File: src/rtl/hdmi_pkg.sv
// Shared types and constants for the HDMI period sequencer.
package hdmi_pkg;

    // Data-island-free period sequence used on every active line
    typedef enum logic [1:0] {
        CTRL,
        PREAMBLE,
        GUARD,
        VIDEO
    } period_t;

    // Video guard-band words, loaded in place of the encoder outputs
    localparam logic [9:0] GB_CODE_RED   = 10'b1011001100;
    localparam logic [9:0] GB_CODE_GREEN = 10'b0100110011;
    localparam logic [9:0] GB_CODE_BLUE  = 10'b1011001100;

    // Video preamble control bits: {CTL3,CTL2} on red, {CTL1,CTL0} on green
    localparam logic [1:0] PRE_CTL_RED   = 2'b00;
    localparam logic [1:0] PRE_CTL_GREEN = 2'b01;

    // 720p60 timing defaults
    localparam int unsigned DEF_H_ACTIVE = 1280;
    localparam int unsigned DEF_H_FP     = 110;
    localparam int unsigned DEF_H_SYNC   = 40;
    localparam int unsigned DEF_H_BP     = 220;
    localparam int unsigned DEF_V_ACTIVE = 720;
    localparam int unsigned DEF_V_FP     = 5;
    localparam int unsigned DEF_V_SYNC   = 5;
    localparam int unsigned DEF_V_BP     = 20;
    localparam int unsigned DEF_PRE_LEN  = 8;
    localparam int unsigned DEF_GB_LEN   = 2;

endpackage

File: src/rtl/hdmi_period_sequencer_raster_counter.sv
// Raster position counters with registered sync / active-draw decode.
// The next-cycle position and sync bits are also exported so the top can
// register its own flags coherently with the counters.
module raster_counter
    import hdmi_pkg::*;
#(
    parameter int unsigned H_ACTIVE = DEF_H_ACTIVE,
    parameter int unsigned H_FP     = DEF_H_FP,
    parameter int unsigned H_SYNC   = DEF_H_SYNC,
    parameter int unsigned H_BP     = DEF_H_BP,
    parameter int unsigned V_ACTIVE = DEF_V_ACTIVE,
    parameter int unsigned V_FP     = DEF_V_FP,
    parameter int unsigned V_SYNC   = DEF_V_SYNC,
    parameter int unsigned V_BP     = DEF_V_BP,
    parameter int unsigned PRE_LEN  = DEF_PRE_LEN,
    parameter int unsigned GB_LEN   = DEF_GB_LEN
) (
    input  logic        i_clk,
    input  logic        i_rst,
    output logic [10:0] o_hcount,
    output logic [9:0]  o_vcount,
    output logic [10:0] o_hcount_next,
    output logic [9:0]  o_vcount_next,
    output logic        o_hs_next,
    output logic        o_vs_next,
    output logic        o_ad,
    output logic        o_hs,
    output logic        o_vs,
    output logic        o_new_frame
);

    localparam int unsigned H_TOTAL = H_ACTIVE + H_FP + H_SYNC + H_BP;
    localparam int unsigned V_TOTAL = V_ACTIVE + V_FP + V_SYNC + V_BP;

    localparam logic [10:0] H_LAST       = 11'(H_TOTAL - 1);
    // Reset parks one clock before the preamble of the last line
    localparam logic [10:0] H_RESET      = 11'(H_TOTAL - PRE_LEN - GB_LEN - 1);
    localparam logic [10:0] H_ACT        = 11'(H_ACTIVE);
    localparam logic [10:0] H_SYNC_FIRST = 11'(H_ACTIVE + H_FP);
    localparam logic [10:0] H_SYNC_LAST  = 11'(H_ACTIVE + H_FP + H_SYNC - 1);
    localparam logic [9:0]  V_LAST       = 10'(V_TOTAL - 1);
    localparam logic [9:0]  V_ACT        = 10'(V_ACTIVE);
    localparam logic [9:0]  V_SYNC_FIRST = 10'(V_ACTIVE + V_FP);
    localparam logic [9:0]  V_SYNC_LAST  = 10'(V_ACTIVE + V_FP + V_SYNC - 1);

    logic [10:0] r_hcount;
    logic [9:0]  r_vcount;
    logic        r_ad;
    logic        r_hs;
    logic        r_vs;
    logic        r_new_frame;

    logic [10:0] w_hcount_next;
    logic [9:0]  w_vcount_next;
    logic        w_hs_next;
    logic        w_vs_next;
    logic        w_ad_next;
    logic        w_new_frame_next;

    // Next raster position and the flags that will describe it
    always_comb begin
        w_hcount_next = (r_hcount == H_LAST) ? 11'd0 : r_hcount + 11'd1;
        w_vcount_next = r_vcount;
        if (r_hcount == H_LAST) begin
            w_vcount_next = (r_vcount == V_LAST) ? 10'd0 : r_vcount + 10'd1;
        end
        w_hs_next        = (w_hcount_next >= H_SYNC_FIRST) && (w_hcount_next <= H_SYNC_LAST);
        w_vs_next        = (w_vcount_next >= V_SYNC_FIRST) && (w_vcount_next <= V_SYNC_LAST);
        w_ad_next        = (w_hcount_next < H_ACT) && (w_vcount_next < V_ACT);
        w_new_frame_next = (w_hcount_next == 11'd0) && (w_vcount_next == 10'd0);
    end

    // Counter and flag registers
    always_ff @(posedge i_clk) begin
        if (i_rst) begin
            r_hcount    <= H_RESET;
            r_vcount    <= V_LAST;
            r_ad        <= 1'b0;
            r_hs        <= 1'b0;
            r_vs        <= 1'b0;
            r_new_frame <= 1'b0;
        end else begin
            r_hcount    <= w_hcount_next;
            r_vcount    <= w_vcount_next;
            r_ad        <= w_ad_next;
            r_hs        <= w_hs_next;
            r_vs        <= w_vs_next;
            r_new_frame <= w_new_frame_next;
        end
    end

    assign o_hcount      = r_hcount;
    assign o_vcount      = r_vcount;
    assign o_hcount_next = w_hcount_next;
    assign o_vcount_next = w_vcount_next;
    assign o_hs_next     = w_hs_next;
    assign o_vs_next     = w_vs_next;
    assign o_ad          = r_ad;
    assign o_hs          = r_hs;
    assign o_vs          = r_vs;
    assign o_new_frame   = r_new_frame;

endmodule

File: src/rtl/hdmi_period_sequencer.sv
// Period sequencer for three TMDS channels: raster timing, control/preamble/
// guard/video FSM, and the guard-band mux in front of the serializers.
module hdmi_period_sequencer
    import hdmi_pkg::*;
#(
    parameter int unsigned H_ACTIVE = DEF_H_ACTIVE,
    parameter int unsigned H_FP     = DEF_H_FP,
    parameter int unsigned H_SYNC   = DEF_H_SYNC,
    parameter int unsigned H_BP     = DEF_H_BP,
    parameter int unsigned V_ACTIVE = DEF_V_ACTIVE,
    parameter int unsigned V_FP     = DEF_V_FP,
    parameter int unsigned V_SYNC   = DEF_V_SYNC,
    parameter int unsigned V_BP     = DEF_V_BP,
    parameter int unsigned PRE_LEN  = DEF_PRE_LEN,
    parameter int unsigned GB_LEN   = DEF_GB_LEN
) (
    input  logic        clk_in,
    input  logic        rst_in,
    input  logic [9:0]  tmds_red_in,
    input  logic [9:0]  tmds_green_in,
    input  logic [9:0]  tmds_blue_in,
    output logic [10:0] hcount_out,
    output logic [9:0]  vcount_out,
    output logic        ad_out,
    output logic        hs_out,
    output logic        vs_out,
    output logic        new_frame_out,
    output logic        ve_out,
    output logic [1:0]  ctrl_red_out,
    output logic [1:0]  ctrl_green_out,
    output logic [1:0]  ctrl_blue_out,
    output logic        gb_out,
    output logic [9:0]  tmds_red_out,
    output logic [9:0]  tmds_green_out,
    output logic [9:0]  tmds_blue_out
);

    localparam int unsigned H_TOTAL = H_ACTIVE + H_FP + H_SYNC + H_BP;
    localparam int unsigned V_TOTAL = V_ACTIVE + V_FP + V_SYNC + V_BP;

    localparam logic [10:0] H_PRE_START = 11'(H_TOTAL - PRE_LEN - GB_LEN);
    localparam logic [10:0] H_GB_START  = 11'(H_TOTAL - GB_LEN);
    localparam logic [10:0] H_ACT       = 11'(H_ACTIVE);
    localparam logic [9:0]  V_LAST      = 10'(V_TOTAL - 1);
    localparam logic [9:0]  V_ACT_M1    = 10'(V_ACTIVE - 1);

    logic [10:0] w_hcount_next;
    logic [9:0]  w_vcount_next;
    logic        w_hs_next;
    logic        w_vs_next;
    logic        w_next_line_active;

    period_t     r_state;
    period_t     w_state_d;
    logic        w_ve_d;
    logic        w_gb_d;
    logic [1:0]  w_ctrl_red_d;
    logic [1:0]  w_ctrl_green_d;
    logic [1:0]  w_ctrl_blue_d;

    logic        r_ve;
    logic        r_gb;
    logic [1:0]  r_ctrl_red;
    logic [1:0]  r_ctrl_green;
    logic [1:0]  r_ctrl_blue;
    logic        r_gb_dly;
    logic [9:0]  r_tmds_red;
    logic [9:0]  r_tmds_green;
    logic [9:0]  r_tmds_blue;

    raster_counter #(
        .H_ACTIVE (H_ACTIVE),
        .H_FP     (H_FP),
        .H_SYNC   (H_SYNC),
        .H_BP     (H_BP),
        .V_ACTIVE (V_ACTIVE),
        .V_FP     (V_FP),
        .V_SYNC   (V_SYNC),
        .V_BP     (V_BP),
        .PRE_LEN  (PRE_LEN),
        .GB_LEN   (GB_LEN)
    ) u_raster (
        .i_clk         (clk_in),
        .i_rst         (rst_in),
        .o_hcount      (hcount_out),
        .o_vcount      (vcount_out),
        .o_hcount_next (w_hcount_next),
        .o_vcount_next (w_vcount_next),
        .o_hs_next     (w_hs_next),
        .o_vs_next     (w_vs_next),
        .o_ad          (ad_out),
        .o_hs          (hs_out),
        .o_vs          (vs_out),
        .o_new_frame   (new_frame_out)
    );

    // The line following the next-cycle line carries video: (v+1) mod V_TOTAL < V_ACTIVE
    assign w_next_line_active = (w_vcount_next == V_LAST) || (w_vcount_next < V_ACT_M1);

    // Next period and its encoder controls, evaluated against the next raster position
    // so the registered flags line up with the registered counters
    always_comb begin
        w_state_d = r_state;
        unique case (r_state)
            CTRL: begin
                if ((w_hcount_next == H_PRE_START) && w_next_line_active) begin
                    w_state_d = PREAMBLE;
                end
            end
            PREAMBLE: begin
                if (w_hcount_next == H_GB_START) begin
                    w_state_d = GUARD;
                end
            end
            GUARD: begin
                if (w_hcount_next == 11'd0) begin
                    w_state_d = VIDEO;
                end
            end
            VIDEO: begin
                if (w_hcount_next == H_ACT) begin
                    w_state_d = CTRL;
                end
            end
            default: w_state_d = CTRL;
        endcase

        w_ve_d         = 1'b0;
        w_gb_d         = 1'b0;
        w_ctrl_red_d   = 2'b00;
        w_ctrl_green_d = 2'b00;
        w_ctrl_blue_d  = {w_vs_next, w_hs_next};
        unique case (w_state_d)
            PREAMBLE: begin
                w_ctrl_red_d   = PRE_CTL_RED;
                w_ctrl_green_d = PRE_CTL_GREEN;
            end
            GUARD: begin
                w_ctrl_red_d   = PRE_CTL_RED;
                w_ctrl_green_d = PRE_CTL_GREEN;
                w_gb_d         = 1'b1;
            end
            VIDEO: begin
                w_ve_d        = 1'b1;
                w_ctrl_blue_d = 2'b00;
            end
            default: ;
        endcase
    end

    // Period state and registered encoder controls
    always_ff @(posedge clk_in) begin
        if (rst_in) begin
            r_state      <= CTRL;
            r_ve         <= 1'b0;
            r_gb         <= 1'b0;
            r_ctrl_red   <= 2'b00;
            r_ctrl_green <= 2'b00;
            r_ctrl_blue  <= 2'b00;
        end else begin
            r_state      <= w_state_d;
            r_ve         <= w_ve_d;
            r_gb         <= w_gb_d;
            r_ctrl_red   <= w_ctrl_red_d;
            r_ctrl_green <= w_ctrl_green_d;
            r_ctrl_blue  <= w_ctrl_blue_d;
        end
    end

    // Guard flag delayed one clock to match encoder latency, then the output mux
    always_ff @(posedge clk_in) begin
        if (rst_in) begin
            r_gb_dly     <= 1'b0;
            r_tmds_red   <= 10'd0;
            r_tmds_green <= 10'd0;
            r_tmds_blue  <= 10'd0;
        end else begin
            r_gb_dly     <= r_gb;
            r_tmds_red   <= r_gb_dly ? GB_CODE_RED   : tmds_red_in;
            r_tmds_green <= r_gb_dly ? GB_CODE_GREEN : tmds_green_in;
            r_tmds_blue  <= r_gb_dly ? GB_CODE_BLUE  : tmds_blue_in;
        end
    end

    assign ve_out         = r_ve;
    assign gb_out         = r_gb;
    assign ctrl_red_out   = r_ctrl_red;
    assign ctrl_green_out = r_ctrl_green;
    assign ctrl_blue_out  = r_ctrl_blue;
    assign tmds_red_out   = r_tmds_red;
    assign tmds_green_out = r_tmds_green;
    assign tmds_blue_out  = r_tmds_blue;

endmodule

File: config.mk
export PLATFORM = sky130hd
export DESIGN_NAME = hdmi_period_sequencer
export DESIGN_NICKNAME = d
export VERILOG_FILES = /design/src/rtl/hdmi_pkg.sv /design/src/rtl/hdmi_period_sequencer_raster_counter.sv /design/src/rtl/hdmi_period_sequencer.sv
export SDC_FILE = /design/constraint.sdc
export NUM_CORES = 1
export LEC_CHECK = 0
export BUFFER_PORTS_ARGS = -buffer_cell sky130_fd_sc_hd__buf_2
export CORE_MARGIN = 2
export CORE_UTILIZATION = 44
export DETAILED_ROUTE_END_ITERATION = 10
export GPL_TIMING_DRIVEN = 0
export PLACE_DENSITY = 0.7
export SLEW_MARGIN = 15
export SYNTH_ARGS = -nofsm -noshare
export SYNTH_HDL_FRONTEND = slang
export SYNTH_SLANG_ARGS = --single-unit
File: constraint.sdc
create_clock -name clk_in -period 7.7 [get_ports clk_in]
set_clock_uncertainty 0.15 [all_clocks]
set_input_delay 0.385 -clock clk_in [delete_from_list [all_inputs] [get_ports clk_in]]
set_output_delay 0.385 -clock clk_in [all_outputs]
set_load 0.02 [all_outputs]
Word-level counts from Yosys, hierarchy flattened. Cells that the tools add are included.

Register bits after elaboration: 64. Input bits: 32. Output and inout bits: 63. Logic and storage cells: 65.

$add $sub $neg: 2. $lt $le $gt $ge: 7. Equality and inequality tests: 12. Muxes and demuxes: 14. Reduce and logical (&&, ||, !) cells: 12.

Operators by type and width (count): 11-bit == test (second input constant) (4); 10-bit two-way mux (4); 10-bit == test (second input constant) (2); 10-bit < comparator (second input constant) (2); 11-bit by 1-bit adder with 11-bit output (second input constant) (1); 11-bit >= comparator (second input constant) (1); 11-bit less-or-equal comparator (second input constant) (1); 11-bit logical NOT (1); 11-bit < comparator (second input constant) (1); 11-bit two-way mux (1); 10-bit by 1-bit adder with 10-bit output (second input constant) (1); 10-bit >= comparator (second input constant) (1); 10-bit less-or-equal comparator (second input constant) (1); 10-bit logical NOT (1); 9-bit two-way mux (1); 2-bit == test (second input constant) (4); 2-bit two-way mux (4); 2-bit case mux with 4 select lines (1); 2-bit OR reduction (3); 1-bit logical AND (5); 2-bit by 1-bit == test with 1-bit output (second input constant) (2); 1-bit two-way mux (3); 2-bit logical NOT (1); 1-bit logical OR (1).

Logic depth before layout (Yosys ltp). Gate-level depths: netlist of run 1.

Word-level depth: 11. Gate-level depth with buffers: 13. Gate-level depth less buffers: 11.

By module. From an unflattened synthesis of run 1, not the netlist that was laid out.

Cell total of the unflattened synthesis: 342. Area total of the unflattened synthesis: 2916.5 um2.

Modules (own cells, without submodules): raster_counter (instances 1, cells an instance 209, area each 1614.0 um2, sequential area each 500.5 um2); hdmi_period_sequencer (instances 1, cells an instance 133, area each 1302.5 um2, sequential area each 760.7 um2).

Least setup slack after synthesis of run 1. No wires, ideal clock.

Path kind: register to register. Start: reg u_raster.r_hcount[0] (netlist: u_raster.o_hcount[0]). End: reg r_ve (netlist: ve_out). Setup time: 125 ps. Arrival: 2754 ps. Required time: 7425 ps. Path slack: 4672 ps. Cell stages (with the launch flop): 11. Path buffers: 0. Period minus slack after synthesis: 3028 ps. Cell sequence: dfxtp_1 ha_1 nand4_1 xor2_1 or3_1 a21oi_1 nor4bb_1 a2bb2oi_1 nand2_1 ha_1 nor2b_1.

Longest elaborated chain between the ends: 9. Elaborated cells on any way between the ends: 19. Those cells by class: add/sub: 1; order compare: 1; eq/ne: 6; mux: 8; reduce/logical: 3.

Ends and longest elaborated chain: from (decl) (line hdmi_period_sequencer_raster_counter.sv:46) `logic [10:0] r_hcount;`; from (signal assigned) (line hdmi_period_sequencer_raster_counter.sv:83) `r_hcount <= w_hcount_next;`; 11-bit == test (line hdmi_period_sequencer_raster_counter.sv:62, hdmi_period_sequencer_raster_counter.sv:64); 10-bit two-way mux (line hdmi_period_sequencer_raster_counter.sv:64) `if (r_hcount == H_LAST) begin`; 10-bit < comparator or 10-bit == test (tied branches) (line hdmi_period_sequencer.sv:98) `assign w_next_line_active = (w_vcount_next == V_LAST) || (w_vcount_next < V_ACT_M1);`; 1-bit logical OR (line hdmi_period_sequencer.sv:98); 1-bit logical AND (line hdmi_period_sequencer.sv:106) `if ((w_hcount_next == H_PRE_START) && w_next_line_active) begin`; 2-bit two-way mux (line hdmi_period_sequencer.sv:106); 2-bit case mux with 4 select lines (*) (line hdmi_period_sequencer.sv:104) `unique case (r_state)`; via w_state_d[0] (line hdmi_period_sequencer.sv:54) `period_t w_state_d;`; 2-bit == test (*) (line hdmi_period_sequencer.sv:133) `unique case (w_state_d)`; 1-bit two-way mux (*) (line hdmi_period_sequencer.sv:133); via w_ve_d (line hdmi_period_sequencer.sv:55) `logic w_ve_d;`; to (signal assigned) (line hdmi_period_sequencer.sv:162) `r_ve <= w_ve_d;`; to (decl) (line hdmi_period_sequencer.sv:61) `logic r_ve;`.

Mark *: on every way through the listed nets, which the timed path passes. The rest lies on a longest branch. A chain may end at the register's enable or synchronous reset.

Final worst setup path of run 1.
Start: reg u_raster.r_vcount[1] (netlist: u_raster.o_vcount[1]). End: reg r_ve (netlist: ve_out).

Longest elaborated chain between the ends: 10. Elaborated cells on any way between the ends: 12. Those cells by class: add/sub: 1; order compare: 1; eq/ne: 3; mux: 5; reduce/logical: 2.

Ends and longest elaborated chain: from (decl) (line hdmi_period_sequencer_raster_counter.sv:47) `logic [9:0] r_vcount;`; from (signal assigned) (line hdmi_period_sequencer_raster_counter.sv:84) `r_vcount <= w_vcount_next;`; 10-bit by 1-bit adder with 10-bit output or 10-bit == test (tied branches) (line hdmi_period_sequencer_raster_counter.sv:65) `w_vcount_next = (r_vcount == V_LAST) ? 10'd0 : r_vcount + 10'd1;`; 10-bit two-way mux (line hdmi_period_sequencer_raster_counter.sv:65); 10-bit two-way mux (*) (line hdmi_period_sequencer_raster_counter.sv:64); 10-bit < comparator or 10-bit == test (tied branches) (line hdmi_period_sequencer.sv:98); 1-bit logical OR (*) (line hdmi_period_sequencer.sv:98); 1-bit logical AND (*) (line hdmi_period_sequencer.sv:106); 2-bit two-way mux (*) (line hdmi_period_sequencer.sv:106); 2-bit case mux with 4 select lines (*) (line hdmi_period_sequencer.sv:104); via w_state_d[0] (line hdmi_period_sequencer.sv:54); 2-bit == test (*) (line hdmi_period_sequencer.sv:133); 1-bit two-way mux (*) (line hdmi_period_sequencer.sv:133); via w_ve_d (line hdmi_period_sequencer.sv:55).

Marks and branches as above.

==> results of run 1 <==
-- worst register-to-register path, cell delays in order, from the launching register on --
cell	delay, ns
dfxtp_1	0.40
clkbuf_1	0.40
inv_1	0.12
ha_1	0.21
and4bb_2	0.27
a21oi_1	0.11
and4b_1	0.23
a211oi_1	0.43
mux2_2	0.40
o21ai_2	0.16
nand2_1	0.08
ha_1	0.24
nor2b_1	0.14
-- power by group through the flow --
| stage | Sequential (mW) | Combinational, mW | Clock (mW) |
|---|---|---|---|
| after floorplan | 0.375 | 0.0706 | 0 |
| after global placement | 0.358 | 0.124 | 0 |
| after detailed placement | 0.358 | 0.126 | 0 |
| after CTS | 0.351 | 0.127 | 0.320 |
| after global routing | 0.353 | 0.139 | 0.334 |
| final | 0.351 | 0.128 | 0.316 |
-- synth_stat cells, drive strengths merged (8+ instances only) --
cell / n
o21ai: 12
nand4: 8
and2: 21
and3: 9
nor2: 57
nand2: 15
xor2: 9
nand3: 18
a21oi: 11
dfxtp: 63
inv: 8
clkbuf: 18
buf: 16
-- through the flow --
step	cells	hold slack [ns]	setup WS, ns	util, %	instance area [um2]
finish	578	0.08128	4.219	57.36	3940
global route	578	0.07435	3.982	57.36	3940
CTS	578	0.07637	4.230	57.36	3940
detailed placement	562	0.3060	4.252	54.26	3727
global placement	562	0.3091	4.305	54.26	3727
floorplan	376	0.3508	4.672	-	3157
-- registers in the layout (all words and copies together), names as in the netlist --
signal and flops:
ctrl_blue_out 2, ctrl_green_out 1, gb_out 1, r_gb_dly 1, r_state 2, tmds_blue_out 10
tmds_green_out 10, tmds_red_out 10, u_raster.o_ad 1, u_raster.o_hcount 11, u_raster.o_hs 1, u_raster.o_new_frame 1
u_raster.o_vcount 10, u_raster.o_vs 1, ve_out 1
-- per-layer routing --
metal	vias up	wire length (um)
li1	1514	-
met1	1425	3599
met2	129	4348
met3	20	524
met4	0	198
met5	-	0
-- cell families after synthesis --
family | Yosys count
buffers and inverters | 42
xor gates and xnor gates | 16
adders and majority gates | 6
DFF | 63
AOI/OAI and AO/OA | 74
muxes | 3
and+or+nand+nor | 169
other | 1
-- layout make-up --
type | instances | area, um2 | area share, %
clock buffer | 10 | 127.6 | 3.239
clock inverter | 6 | 85.08 | 2.159
multi-input combinational | 271 | 1700 | 43.16
sequential | 63 | 1261 | 32.01
timing repair buffer | 90 | 450.4 | 11.43
tap | 96 | 120.1 | 3.049
buffer | 34 | 165.2 | 4.192
inverter | 8 | 30.03 | 0.7621
-- final timing paths --
kind,to,cells past startpoint
worst max-delay path,ve_out$_SDFF_PP0_,12
worst min-delay path,tmds_red_out[8]$_SDFF_PP0_,2
worst max register to register,ve_out$_SDFF_PP0_,12
worst min register to register,r_gb_dly$_SDFF_PP0_,1
==> metrics.txt, run 1 <==
status=finished, final reports clean; GRT met3 Usage=4.757%; achievable frequency=287.2 MHz; crit-path cells=clkbuf_1 -> inv_1 -> ha_1 -> and4bb_2 -> a21oi_1 -> and4b_1 -> a211oi_1 -> mux2_2 -> o21ai_2 -> nand2_1 -> ha_1 -> nor2b_1; global-route track usage on met2=36.36%; Synth Area in Compound Gates=17.04%; largest net degree at the start of global routing=12; RSZ-0062 raised after global routing=false; Die Span X=88.60 um; crit path kind=reg -> reg; Power, Total=0.7950 mW; Total GRT Usage=22.52%; Post-CTS Setup Repair Bufs=0; Mapped Cells=374; worst-case clock buffer depth=2; GP Congestion=0.9185; number of remaining DRC errors=0; main flop type after synthesis=dfxtp_1; Mapped Avg Cell Area=8.421 um2; die area=0.007850 mm2; Switching Share=28.03%; most frequent cells in the layout=buf_2 (99), dfxtp_1 (63), nor2_1 (57), and2_1 (21), clkbuf_1 (19); mux cell area share after synthesis=0.9932%; Syn-to-layout area delta=25.11%; cell row count=30; final setup TNS=0 ns; router iterations before antenna repair=5; GR Layer Usage met1=29.22%; clock slew at reported path FFs=0.08 ns; # IOs=95; Die H=88.60 um; normalized max-slew margin=59.41%; sequential share of the synthesized area=40.05%; fraction of registers with async set/reset=0%; clock power share=39.7%; final setup violation count=0; Root Buffer=clkbuf_8; initial antenna violation count=0; Port Buf Inserts=90; final worst path period share=45.21%; CP max FO=10; routed via count=3,088; WP buf/inv=2; first-pass GRT wire length=13,520 um; hold_buf cts=0; Int Power=0.5721 mW; Yosys cell types=67; Comb power frac=16.1%; WP data required=7.77 ns; gr ovfl total=0; commonest non-fill, non-tap cell in the layout=buf_2; Worst Max-Slew Pin Slew=0.6089 ns; min cycle time layout=3.481 ns; post-synthesis xor/xnor area fraction=4.450%; Power Dens Cells=201.8 mW/mm2; Synth area leader=dfxtp_1; GRT Max-Usage Layer=met2; Yosys warnings=0; number of synthesized flops with an enable pin=0; clk_lat worst skew=0.35 ns; top cells by area, synth=dfxtp_1 (40%), nor2_1 (6.8%), and2_1 (4.2%); Hold Path Class=in -> reg; Hold Path Origin=tmds_red_in[8]; hpwl dp=6342 um; sw power=0.2228 mW; post-CTS sizing=0; H-tree levels=3; Setup crit start=u_raster.o_vcount[1]$_SDFF_PP0_; most used cell, CP=ha_1; startpoint types=flop; Synth top area share=40.05%; Slew Viols, Final=0; Max VDD drop=0.1128 mV; initial DRC count=281; Slowest Stage Delay on Critical Path=0.43 ns; mapped cell area=0.003149 mm2; WL per Instance=15.00 um; Yosys reg bits=63; number of diodes=0; Vias/cell=5.343; Final nets=515; crit end category=flop; FF-to-FF setup slack=4.22 ns; Hold Vio Cnt, Final=0; CP top delay family=simple AND/OR/NAND/NOR gates; TritonCTS buffer count=9; adder-cell area share of the yosys netlist=2.384%; share of layout cells above drive strength 1=27.18%; Max Cap Violations=0; initial core utilization=45.85%; Clock Sink Count=63; largest family of logic cells by synthesized area=simple AND/OR/NAND/NOR gates; Routed WL=8670 um; Leak Pwr=1.745 nW; Worst Path Arrival=3.55 ns; Critical R2R Launch=u_raster.o_vcount[1]$_SDFF_PP0_; CTS tree=done; post-route ant nets=0; CP max stage cell=a211oi_1; placeable core area=0.006869 mm2; fillers=669; simple-gate share of the synthesized area=28.76%; vias in the first global route=2,800; Reg power frac=44.1%
(Power assumes the default switching activity.)
==> run 2: changes to the inputs <==
--- a/config.mk
+++ b/config.mk
@@ -10,7 +10,7 @@
 export CORE_UTILIZATION = 44
 export DETAILED_ROUTE_END_ITERATION = 10
 export GPL_TIMING_DRIVEN = 0
-export PLACE_DENSITY = 0.7
+export PLACE_DENSITY = 0.73
 export SLEW_MARGIN = 15
 export SYNTH_ARGS = -nofsm -noshare
 export SYNTH_HDL_FRONTEND = slang
==> constraint.sdc (replaced) <==
create_clock -name clk_in -period 2.9 [get_ports clk_in]
set_clock_uncertainty 0.15 [all_clocks]
set_input_delay 0.145 -clock clk_in [delete_from_list [all_inputs] [get_ports clk_in]]
set_output_delay 0.145 -clock clk_in [all_outputs]
set_load 0.02 [all_outputs]
==> metrics.txt, run 2 (same netlist as run 1, synthesis figures left out) <==
Hold Path Origin=rst_in; GP Congestion=0.9636 (+4.9%); WP data required=2.97 ns (-4.80 ns); Root Buffer=clkbuf_8; final worst path period share=101.1% (+56 points); number of diodes=0 (unchanged); H-tree levels=3 (unchanged); TritonCTS buffer count=9 (unchanged); commonest non-fill, non-tap cell in the layout=buf_2; Final nets=557 (+8.2%); largest net degree at the start of global routing=12 (unchanged); dpl cells=562 (unchanged); Max Cap Violations=0 (unchanged); vias in the first global route=3,016 (+7.7%); initial DRC count=213 (-24%); CP max FO=10 (unchanged); min cycle time layout=2.931 ns (-0.5499 ns); Power Dens Cells=468.3 mW/mm2 (+130%); fillers=580 (-13%); Reg-to-Reg End=ve_out$_SDFF_PP0_; cell row count=30 (unchanged); violated checks=setup timing; Syn-to-layout area delta=43.38%; achievable frequency=341.1 MHz (+19%); Slew Viols, Final=0 (unchanged); Leak Pwr=2.013 nW (+15%); max reg flops=11 (unchanged); most frequent cells in the layout=buf_2 (91), nor2_1 (56), dfxtp_1 (54), dlygate4sd3_1 (30), buf_4 (24); Worst Max-Slew Pin Slew=0.6050 ns (-0.003861 ns); Hold Vio Cnt, Final=0 (unchanged); crit end category=flop; FF-to-FF setup slack=-0.03 ns (-4.25 ns); Hold Path Depth=2 (unchanged); Vias/cell=5.368 (+0.47%); Routed WL=10,160 um (+17%); # IOs=95 (unchanged); Final Util=65.74% (+8.4 points); worst setup margin=-0.03146 ns (-4.250 ns); startpoint types=flop; gr ovfl total=0 (unchanged); normalized max-slew margin=59.67% (+0.26 points); share of layout cells above drive strength 1=34.73% (+7.6 points); Non-Filler Instances=620 (+7.3%); Hold EP=u_raster.o_vcount[4]$_SDFF_PP0_; die area=0.007850 mm2 (unchanged); Max VDD drop=0.3189 mV (+180%); router iterations before antenna repair=5 (unchanged); hpwl dp=6376 um (+0.53%); placeable core area=0.006869 mm2 (unchanged); initial antenna violation count=0 (unchanged); status=finished with violations; clk_lat worst skew=0.35 ns (about the same); Critical R2R Launch=u_raster.o_hcount[8]$_SDFF_PP0_; number of remaining DRC errors=0 (unchanged); final setup violation count=2 (+2); Clock Sink Count=63 (unchanged); Die H=88.60 um (unchanged); WL per Instance=16.39 um (+9.3%); worst-case clock buffer depth=2 (unchanged); post-route ant nets=0 (unchanged); Die Span X=88.60 um (unchanged); R2R cell count=10 (-2); first-pass GRT wire length=14,530 um (+7.5%); Port Buf Inserts=90 (unchanged); RSZ-0062 raised after global routing=true; routed via count=3,328 (+7.8%); CTS tree=done; Total GRT Usage=24.38% (+1.9 points); Worst Path Arrival=3.00 ns (-0.55 ns); clock slew at reported path FFs=0.08 ns (about the same); crit path kind=reg -> reg; initial core utilization=45.85% (unchanged); Hold Path Class=in -> reg
run 2: worst max path at each step:
stage / depth (start not counted) / slack (ns) / to / startpoint
4_1_cts: 10 / 0.03 / ve_out$_SDFF_PP0_ / u_raster.o_hcount[2]$_SDFF_PP1_
5_1_grt: 10 / -0.08 / ve_out$_SDFF_PP0_ / u_raster.o_hcount[2]$_SDFF_PP1_
2_1_floorplan: 10 / 0.01 / ve_out$_SDFF_PP0_ / u_raster.o_hcount[7]$_SDFF_PP0_
3_3_place_gp: 10 / -0.29 / ve_out$_SDFF_PP0_ / u_raster.o_hcount[0]$_SDFF_PP1_
3_5_place_dp: 10 / -0.37 / ve_out$_SDFF_PP0_ / u_raster.o_hcount[0]$_SDFF_PP1_
6_report: 10 / -0.03 / ve_out$_SDFF_PP0_ / u_raster.o_hcount[8]$_SDFF_PP0_
run 2: repair_timing:
item / 4_1_cts / 5_1_grt
hold endpoints to repair: 30 / 0
setup buffers: 7 / 10
pin swaps: 8 / 4
gates resized for setup: 19 / 31
setup endpoints to repair: 7 / 6
hold buffers: 30 / 0
run 2: through the flow:
step                      area, um2  power (mW)  setup WS (ns)  setup TNS (ns)  hold slack, ns
after global routing           4516       2.192       -0.08150         -0.2556          0.1402
after floorplan                3177       1.185        0.01111               0          0.1108
after CTS                      4349       2.076        0.02524               0         0.09347
final                          4516       2.115       -0.03146        -0.04946          0.1092
after global placement         3747       1.281        -0.2947          -1.294          0.1938
after detailed placement       3747       1.288        -0.3655          -1.587          0.1965
run 2: power breakdown:
part | switching [mW] | internal [mW]
clock network | 0.357 | 0.394
registers | 0.0275 | 0.905
logic | 0.239 | 0.193
run 2: critical path: stages (launching register included):
cell,delay (ns)
dfxtp_4,0.38
nor4b_4,0.36
nand3_2,0.16
buf_4,0.20
o31ai_1,0.49
a211oi_4,0.15
mux2_4,0.35
o21ai_4,0.17
nand2_2,0.09
ha_4,0.18
nor2b_4,0.12
run 2: final cells by class:
class	count	area [um2]	area share, %
clock inverters	6	61.31	1.358
inverters	8	30.03	0.6650
multi-input cells	271	1847	40.90
flip-flops and latches	63	1280	28.35
clock buffers	10	127.6	2.826
repair buffers	137	878.3	19.45
plain buffers	29	171.4	3.796
well taps	96	120.1	2.660
run 2: metal layers:
layer | global-route usage, % | up-vias | part of all wire (%)
li1 | - | 1595 | -
met1 | 29.15 | 1570 | 39
met2 | 40.53 | 135 | 52
met3 | 5.877 | 28 | 6.0
met4 | 12.95 | 0 | 2.9
met5 | 0 | - | 0
==> run 3: changes to the inputs <==
--- a/config.mk
+++ b/config.mk
@@ -10,7 +10,7 @@
 export CORE_UTILIZATION = 44
 export DETAILED_ROUTE_END_ITERATION = 10
 export GPL_TIMING_DRIVEN = 0
-export PLACE_DENSITY = 0.73
+export PLACE_DENSITY = 0.84
 export SLEW_MARGIN = 15
 export SYNTH_ARGS = -nofsm -noshare
 export SYNTH_HDL_FRONTEND = slang
==> metrics.txt, run 3 (same netlist as run 1, synthesis figures left out) <==
FF+latch area=0.001281 mm2 (about the same); Die Span X=88.60 um (unchanged); Port Buf Inserts=90 (unchanged); status=finished with violations; # IOs=95 (unchanged); die area=0.007850 mm2 (unchanged); Power Dens Cells=477.7 mW/mm2 (+2.0%); Syn-to-layout area delta=42.67%; Die H=88.60 um (unchanged); area of the multi-input gates=0.001841 mm2 (-0.34%); initial core utilization=45.85% (unchanged); WL per Instance=17.37 um (+6.0%); initial antenna violation count=0 (unchanged); commonest non-fill, non-tap cell in the layout=buf_2; Critical R2R Launch=u_raster.o_hcount[1]$_SDFF_PP1_; placed instance area=0.003747 mm2 (unchanged); placeable core area=0.006869 mm2 (unchanged); H-tree levels=3 (unchanged); GP Congestion=0.9387 (-2.6%); Final nets=553 (-0.72%); gr ovfl total=0 (unchanged); number of diodes=0 (unchanged); Worst Path Arrival=3.02 ns (+0.02 ns); final setup violation count=2 (unchanged); hold_ws=0.1201 ns (+0.01093 ns); WP buf/inv=2 (+1); Hold Path Class=in -> reg; Hold Vio Cnt, Final=0 (unchanged); cell count along the critical path=12 (+2); CP max stage cell=or4_4; Slew Viols, Final=0 (unchanged); router iterations before antenna repair=6 (+1); final setup TNS=-0.07539 ns (-0.02592 ns); Clock Sink Count=63 (unchanged); Total GRT Usage=26.04% (+1.7 points); worst setup margin=-0.04865 ns (-0.01719 ns); fillers=530 (-8.6%); first-pass GRT wire length=15,730 um (+8.3%); Slowest Stage Delay on Critical Path=0.54 ns (+0.05 ns); Max Cap Violations=0 (unchanged); worst-case clock buffer depth=2 (unchanged); min cycle time layout=2.949 ns (+0.01719 ns); largest net degree at the start of global routing=13 (+1); crit-path cells=inv_2 -> ha_1 -> and4b_2 -> nand3_2 -> or4_4 -> a211o_1 -> buf_6 -> o211a_4 -> o21ai_4 -> nand2_2 -> ha_4 -> nor2b_1; Root Buffer=clkbuf_8; CP max FO=6 (-4); Routed WL=10,700 um (+5.3%); Reg-to-Reg End=ve_out$_SDFF_PP0_; hpwl dp=6621 um (+3.8%); cell row count=30 (unchanged); CTS tree=done; crit end category=flop; Max VDD drop=0.3255 mV (+2.1%); initial DRC count=364 (+71%); CP top delay family=simple AND/OR/NAND/NOR gates; worst slack at placement=-0.3927 ns (-0.02718 ns); clk_lat worst skew=0.35 ns (about the same); number of remaining DRC errors=0 (unchanged); Setup crit end=ve_out$_SDFF_PP0_; WP data required=2.97 ns (about the same); post-route ant nets=0 (unchanged); RSZ-0062 raised after global routing=true; clock slew at reported path FFs=0.07 ns (about the same); crit path kind=reg -> reg; Vias/cell=5.661 (+5.5%); max reg flops=11 (unchanged); violated checks=setup timing; Setup crit start=u_raster.o_hcount[1]$_SDFF_PP1_; most frequent cells in the layout=buf_2 (92), nor2_1 (56), dfxtp_1 (53), dlygate4sd3_1 (30), buf_4 (20); TritonCTS buffer count=9 (unchanged); Final Instance Area=0.004493 mm2 (-0.50%); share of layout cells above drive strength 1=35.00% (+0.27 points); startpoint types=flop; FF-to-FF setup slack=-0.05 ns (-0.02 ns); normalized max-slew margin=57.85% (-1.8 points); Hold Path Depth=2 (unchanged); vias in the first global route=3,247 (+7.7%); achievable frequency=339.1 MHz (-0.58%); Worst Max-Slew Pin Slew=0.6323 ns (+0.02730 ns); R2R cell count=12 (+2); Leak Pwr=1.994 nW (-0.96%); routed via count=3,487 (+4.8%); final worst path period share=101.7% (+0.59 points)
[run 3: worst min path at each step]
stage	from	endpoint	slack (ns)
2_1_floorplan	tmds_blue_in[2]	tmds_blue_out[2]$_SDFF_PP0_	0.11
3_3_place_gp	tmds_blue_in[4]	tmds_blue_out[4]$_SDFF_PP0_	0.19
3_5_place_dp	tmds_green_in[7]	tmds_green_out[7]$_SDFF_PP0_	0.20
4_1_cts	rst_in	u_raster.o_vcount[4]$_SDFF_PP0_	0.11
5_1_grt	rst_in	u_raster.o_vcount[4]$_SDFF_PP0_	0.19
6_report	rst_in	u_raster.o_vcount[4]$_SDFF_PP0_	0.12
[run 3: report_power, final]
part           internal [mW]  switching, mW  total [mW]
sequential             0.905         0.0347       0.940
combinational          0.189          0.239       0.428
clock                  0.398          0.381       0.778
[run 3: final cells by class]
type / count / area share [%]
flip-flops and latches: 63 / 28.52
multi-input cells: 271 / 40.96
plain buffers: 29 / 3.843
clock buffers: 9 / 2.757
clock inverters: 7 / 1.615
inverters: 8 / 0.6683
well taps: 96 / 2.673
repair buffers: 133 / 18.96
[run 3: stage by stage]
stage | instances | util (%) | power (mW)
2_1_floorplan | 376 | - | 1.185
3_3_place_gp | 562 | 54.55 | 1.281
3_5_place_dp | 562 | 54.55 | 1.290
4_1_cts | 613 | 63.81 | 2.104
5_1_grt | 616 | 65.41 | 2.214
6_report | 616 | 65.41 | 2.146
[run 3: metal layers]
| layer | global-route usage (%) | part of all wire (%) | vias to the layer above |
|---|---|---|---|
| met4 | 15.29 | 4.7 | 0 |
| met1 | 30.95 | 37 | 1635 |
| li1 | - | - | 1590 |
| met5 | 0 | 0 | - |
| met2 | 42.99 | 50 | 199 |
| met3 | 5.970 | 8.1 | 63 |
[run 3: worst reg2reg max path, cell delays in order (launching register included)]
cell	delay (ns)
dfxtp_4	0.37
inv_2	0.05
ha_1	0.14
and4b_2	0.27
nand3_2	0.13
or4_4	0.54
a211o_1	0.32
buf_6	0.14
o211a_4	0.14
o21ai_4	0.17
nand2_2	0.09
ha_4	0.18
nor2b_1	0.12
[run 3: timing repair]
action	CTS	global route
pin swaps	10	8
setup endpoints to repair	7	6
hold endpoints to repair	30	0
gates resized for setup	26	34
hold buffers	30	0
buffers inserted	7	6
